--- src/rtl/fwd_track_unit.sv ---
// Forwarding/hazard tracker beside decode: shadows DEPTH in-flight register writes,
// forwards the youngest ready value to each read port and raises a load-use stall.
module fwd_track_unit #(
  parameter int DW    = 32,
  parameter int RW    = 5,
  parameter int NRD   = 2,
  parameter int DEPTH = 3,
  parameter int CNTW  = 16
) (
  input  logic              CLK,
  input  logic              nRST,
  input  logic              issue_en,
  input  logic              issue_wen,
  input  logic [RW-1:0]     issue_wsel,
  input  logic              issue_isload,
  input  logic [DW-1:0]     ex_result,
  input  logic [DW-1:0]     mem_dload,
  input  logic              mem_dhit,
  input  logic              mem_wait,
  input  logic              flush,
  input  logic [NRD-1:0]    rport_valid,
  input  logic [NRD*RW-1:0] rsel,
  input  logic [NRD*DW-1:0] rdat_in,
  output logic [NRD*DW-1:0] rdat_out,
  output logic [NRD-1:0]    fwd_hit,
  output logic              stall,
  output logic [CNTW-1:0]   stall_count
);

  logic [DEPTH-1:0] s_valid;
  logic [DEPTH-1:0] s_isload;
  logic [DEPTH-1:0] s_ready;
  logic [RW-1:0]    s_wsel [DEPTH];
  logic [DW-1:0]    s_data [DEPTH];

  logic             cap1;
  logic             n1_ready;
  logic [DW-1:0]    n1_data;
  logic [NRD-1:0]   need_stall;

  // Slot 1 load data can land while frozen or on the same edge it moves to slot 2.
  assign cap1     = s_valid[1] && s_isload[1] && !s_ready[1] && mem_dhit;
  assign n1_ready = cap1 ? 1'b1 : s_ready[1];
  assign n1_data  = cap1 ? mem_dload : s_data[1];

  assign stall = nRST && issue_en && !flush && ((|need_stall) || mem_wait);

  always_ff @(posedge CLK or negedge nRST) begin
    if (!nRST) begin
      s_valid     <= '0;
      s_isload    <= '0;
      s_ready     <= '0;
      stall_count <= '0;
      for (int k = 0; k < DEPTH; k++) begin
        s_wsel[k] <= '0;
        s_data[k] <= '0;
      end
    end else begin
      if (stall && (stall_count != '1))
        stall_count <= stall_count + CNTW'(1);
      if (!mem_wait) begin
        for (int k = 2; k < DEPTH; k++) begin
          s_valid[k]  <= s_valid[k-1];
          s_isload[k] <= s_isload[k-1];
          s_wsel[k]   <= s_wsel[k-1];
          if (k == 2) begin
            s_ready[k] <= n1_ready;
            s_data[k]  <= n1_data;
          end else begin
            s_ready[k] <= s_ready[k-1];
            s_data[k]  <= s_data[k-1];
          end
        end
        s_valid[1]  <= s_valid[0];
        s_isload[1] <= s_isload[0];
        s_wsel[1]   <= s_wsel[0];
        s_ready[1]  <= !s_isload[0];
        s_data[1]   <= ex_result;
        s_valid[0]  <= issue_en && issue_wen && !stall && !flush;
        s_isload[0] <= issue_isload;
        s_wsel[0]   <= issue_wsel;
        s_ready[0]  <= 1'b0;
        s_data[0]   <= '0;
      end else begin
        s_ready[1] <= n1_ready;
        s_data[1]  <= n1_data;
        if (flush)
          s_valid[0] <= 1'b0;
      end
    end
  end

  for (genvar i = 0; i < NRD; i++) begin : g_port
    logic [RW-1:0] sel;
    logic [DW-1:0] rd;
    logic          hit;
    logic          need;
    logic          found;

    assign sel = rsel[i*RW +: RW];

    // Scan from slot 0 so the youngest matching writer wins.
    always_comb begin
      rd    = rdat_in[i*DW +: DW];
      hit   = 1'b0;
      need  = 1'b0;
      found = 1'b0;
      if (rport_valid[i] && (sel != '0)) begin
        for (int k = 0; k < DEPTH; k++) begin
          if (!found && s_valid[k] && (s_wsel[k] == sel)) begin
            found = 1'b1;
            if ((k == 0) && !s_isload[0]) begin
              rd  = ex_result;
              hit = 1'b1;
            end else if ((k == 1) && s_isload[1] && !s_ready[1]) begin
              if (mem_dhit) begin
                rd  = mem_dload;
                hit = 1'b1;
              end else begin
                need = 1'b1;
              end
            end else if (s_ready[k]) begin
              rd  = s_data[k];
              hit = 1'b1;
            end else begin
              need = 1'b1;
            end
          end
        end
      end
    end

    assign rdat_out[i*DW +: DW] = rd;
    assign fwd_hit[i]           = hit;
    assign need_stall[i]        = need;
  end

endmodule
--- config.mk ---
export PLATFORM = sky130hd
export DESIGN_NAME = fwd_track_unit
export DESIGN_NICKNAME = d
export VERILOG_FILES = /design/src/rtl/fwd_track_unit.sv
export SDC_FILE = /design/constraint.sdc
export NUM_CORES = 1
export LEC_CHECK = 0
export ABC_CLOCK_PERIOD_IN_PS = 5670
export CAP_MARGIN = 5
export CORE_ASPECT_RATIO = 1.25
export CORE_MARGIN = 3
export CORE_UTILIZATION = 50
export CTS_BUF_LIST = sky130_fd_sc_hd__clkbuf_8
export DETAILED_ROUTE_END_ITERATION = 6
export GPL_TIMING_DRIVEN = 0
export PLACE_DENSITY = 0.88
export SETUP_SLACK_MARGIN = 0.5
export SLEW_MARGIN = 20
export SYNTH_ARGS = -nofsm -noshare
export SYNTH_HDL_FRONTEND = slang
export SYNTH_SLANG_ARGS = --single-unit
--- constraint.sdc ---
create_clock -name CLK -period 5.67 [get_ports CLK]
set_clock_uncertainty 0.15 [all_clocks]
set_input_delay 1.134 -clock CLK [delete_from_list [all_inputs] [get_ports CLK]]
set_output_delay 1.134 -clock CLK [all_outputs]
set_load 0.005 [all_outputs]
==> impl_results.md <==
- Routability congestion estimate: 0.894
- CP Max Fanout: 10
- Fillers: 975
- Setup TNS: 0 ps
- Synthesized area: around 6500 µm²
- Largest net degree at the start of global routing: between 60 and 70
- Final #Nets: around 1,100
- WS Path Type: in2out
- Combinational power share: 0.293
- GRT Residual Overflow: 0
- Inserted Clock Buffers: 9
- IO Count: around 240
- Final Util: 0.742
- Worst min-delay path class: reg2reg
- Ys flop type: dfrtp_1
- Global Route Usage Sum: 0.331
- Final worst-path cycle share: 0.891
- Fin area: roughly 9400 µm²
- WP data arrival: 3770 ps
- Post-DRT Antenna Nets: 0
- Worst rel slew slack: 0.439
- Tightest Pin Transition: about 840 ps
- Total design power: around 1.9 mW
- Total core area: 12,700 µm²
- Initial Util: 0.514
- Register area: about 2600 µm²
- Final setup violating endpoints: 0
- Final hold violation count: 0
- CTS root buf: clkbuf_8
- DR vias: ~7,000
- Non-Filler Instances: 1,101
- DP Cell Count: approximately 1,100
- Distinct cells, synth: between 40 and 50
- HPWL Detailed: about 18,000 µm
- Area grow syn2layout: 44.3%
- Mean post-synth cell area: about 9.6 µm²
- Clk_lat worst skew: between 300 and 400 ps
- Final Slew Violations: 0
- Syn Inst Count: 680
- Max-Cap Viols: 0
- Most common cell after layout, fill and taps aside: clkdlybuf4s50_1
- Number of synthesized flops with an enable pin: 0
- Pwr dens: 200 nW/µm²
- Status: finished, violations left
- TritonCTS clock tree: done
- Leak Pwr: ~3.9 nW
- DIE WIDTH: approximately 110 µm
- Hold depth: 1
- Worst hold slack: between 300 and 400 ps
- First-pass GRT wire length: approximately 38,000 µm
- Seq pwr share: 0.469
- # port buffers: around 230
- Async set or reset register ratio after synthesis: 1.00
- Via density per instance: between 6 and 7
- Worst path required time: around 4400 ps
- Post-synthesis sequential area ratio: 0.390
- Dpl cell area: just over 9000 µm²
- DR WL/cell: 22.2 µm
- Min cycle time layout: 5050 ps
- Die H: approximately 130 µm
- CTS H-tree lvls: 3
- Initial antenna violation count: 1
- Post-synth top area cell: dfrtp_1
- Die area: approximately 15,000 µm²
- Multi-input gate area: roughly 3800 µm²
- Clk buf depth: 2
- Kind of end point of the critical path: primary output
- Sw Pwr: 0.567 mW
- First DRT Iteration DRCs: around 800
- Clk sink count: around 100
- Startpoint type of the worst setup path: input port
- Post-Place Worst Slack: around 53 ps
- Cell Rows: 46
- Internal: between 1 and 1.5 mW
- Clk network pwr share: 0.238
- Most frequent cells in the layout: clkdlybuf4s50_1, dfrtp_1, nor2_1
- F_max: just under 200 MHz
- Share of layout cells above drive strength 1: 0.0901
- Final setup margin: slightly above 600 ps
- Yosys warns: 0
- Failing checks: DRC
- Initial DRT Pass Iterations: 7
- Sw Ratio: 0.301
- Post-CTS Hold Buffers: 0
- DRC: 1
- Register bit total from synthesis: about 100
- R2r worst-path depth: 9
- VDD IR max: ~170 µV
- Post-synth top area share: 0.390
- Routed wire length: approximately 24,000 µm
- Number of global-route vias before repair: 7,284
- Mapped Nets: about 830
- Unrepaired setup endpoints after global routing: false
- Area contributors post-synth: dfrtp_1, o2bb2ai_1, a21oi_1
- CTS clk-pin slew, worst paths: around 90 ps
==> Yosys cell counts, drive strengths merged, types with 2 or more instances <==
cell	number
a22o	32
clkbuf	49
mux2	21
inv	5
dfrtp	102
o2111ai	2
nand2	10
nand2b	4
a21oi	68
nor3	6
and3	36
o2bb2ai	64
mux2i	33
and2	3
o21ai	3
or3	2
nor2b	6
nor2	72
xor2	13
o31a	2
buf	19
nand4	11
or2	3
xnor2	30
and4	2
a31oi	3
o31ai	2
or4	2
a221oi	31
nand3	5
a222oi	33
==> cell type report <==
cell class              instances  area share
repair buffers                237       0.253
plain buffers                  68      0.0344
clock inverters                 5     0.00477
diodes                          1    0.000265
multi-input cells             505       0.398
inverters                       5     0.00199
clock buffers                  10      0.0146
flip-flops and latches        102       0.270
well taps                     168      0.0223
==> path summary, 6_finish.rpt <==
path / slack (ps) / start / to
setup / recovery: 620 / rsel[9] / rdat_out[48]
hold / removal: 350 / stall_count[9] / stall_count[9]
setup reg to reg: 2940 / s_wsel[5] / stall_count[14]
hold reg to reg: 350 / stall_count[9] / stall_count[9]
max in group asynchronous: 4220 / nRST / s_data[34]
min in group asynchronous: 520 / nRST / stall_count[9]
==> state kept, by name (all words and copies together) (netlist names) <==
register     flops
s_data          64
s_valid          3
s_wsel          15
s_isload         2
s_ready          2
stall_count     16
==> routing by layer <==
metal / track usage / vias to the layer above / share of wire
li1: - / 3151 / -
met1: 0.392 / 3354 / 0.36
met2: 0.552 / 467 / 0.49
met3: 0.0828 / 87 / 0.10
met4: 0.171 / 0 / 0.047
met5: 0 / - / 0
==> worst max-delay path: stages <==
cell and delay [ps]:
dlygate4sd2_1 290, xnor2_1 210, nand4_1 200, or2_2 360, nand2b_2 170, nor2b_1 100, o31ai_4 340, buf_4 260
o2bb2ai_1 150, clkdlybuf4s50_1 550
==> what timing repair did <==
action,CTS,global route
pin swaps,4,2
resized for setup,35,15
setup buffers,3,1
setup endpoints to repair,64,63
==> cells by family (layout without fill, tap and decap cells) <==
kind of cell	count (synthesis)	after routing	share of synthesized area
and+or+nand+nor	163	163	0.126
buffers and inverters	73	325	0.0459
DFF	102	102	0.390
adders and majority gates	1	1	0.00191
AOI/OAI and AO/OA	244	244	0.292
muxes	54	54	0.0866
xor gates and xnor gates	43	43	0.0576
other	0	1	0
==> power by group through the flow <==
stage	logic, mW	clock network [mW]	registers (mW)
after detailed placement	0.535	0	0.895
after global routing	0.597	0.478	0.896
final	0.552	0.449	0.886
after CTS	0.543	0.451	0.881
after global placement	0.522	0	0.891
after floorplan	0.259	0	0.879
Note: power is estimated with default switching activity, not from simulation.
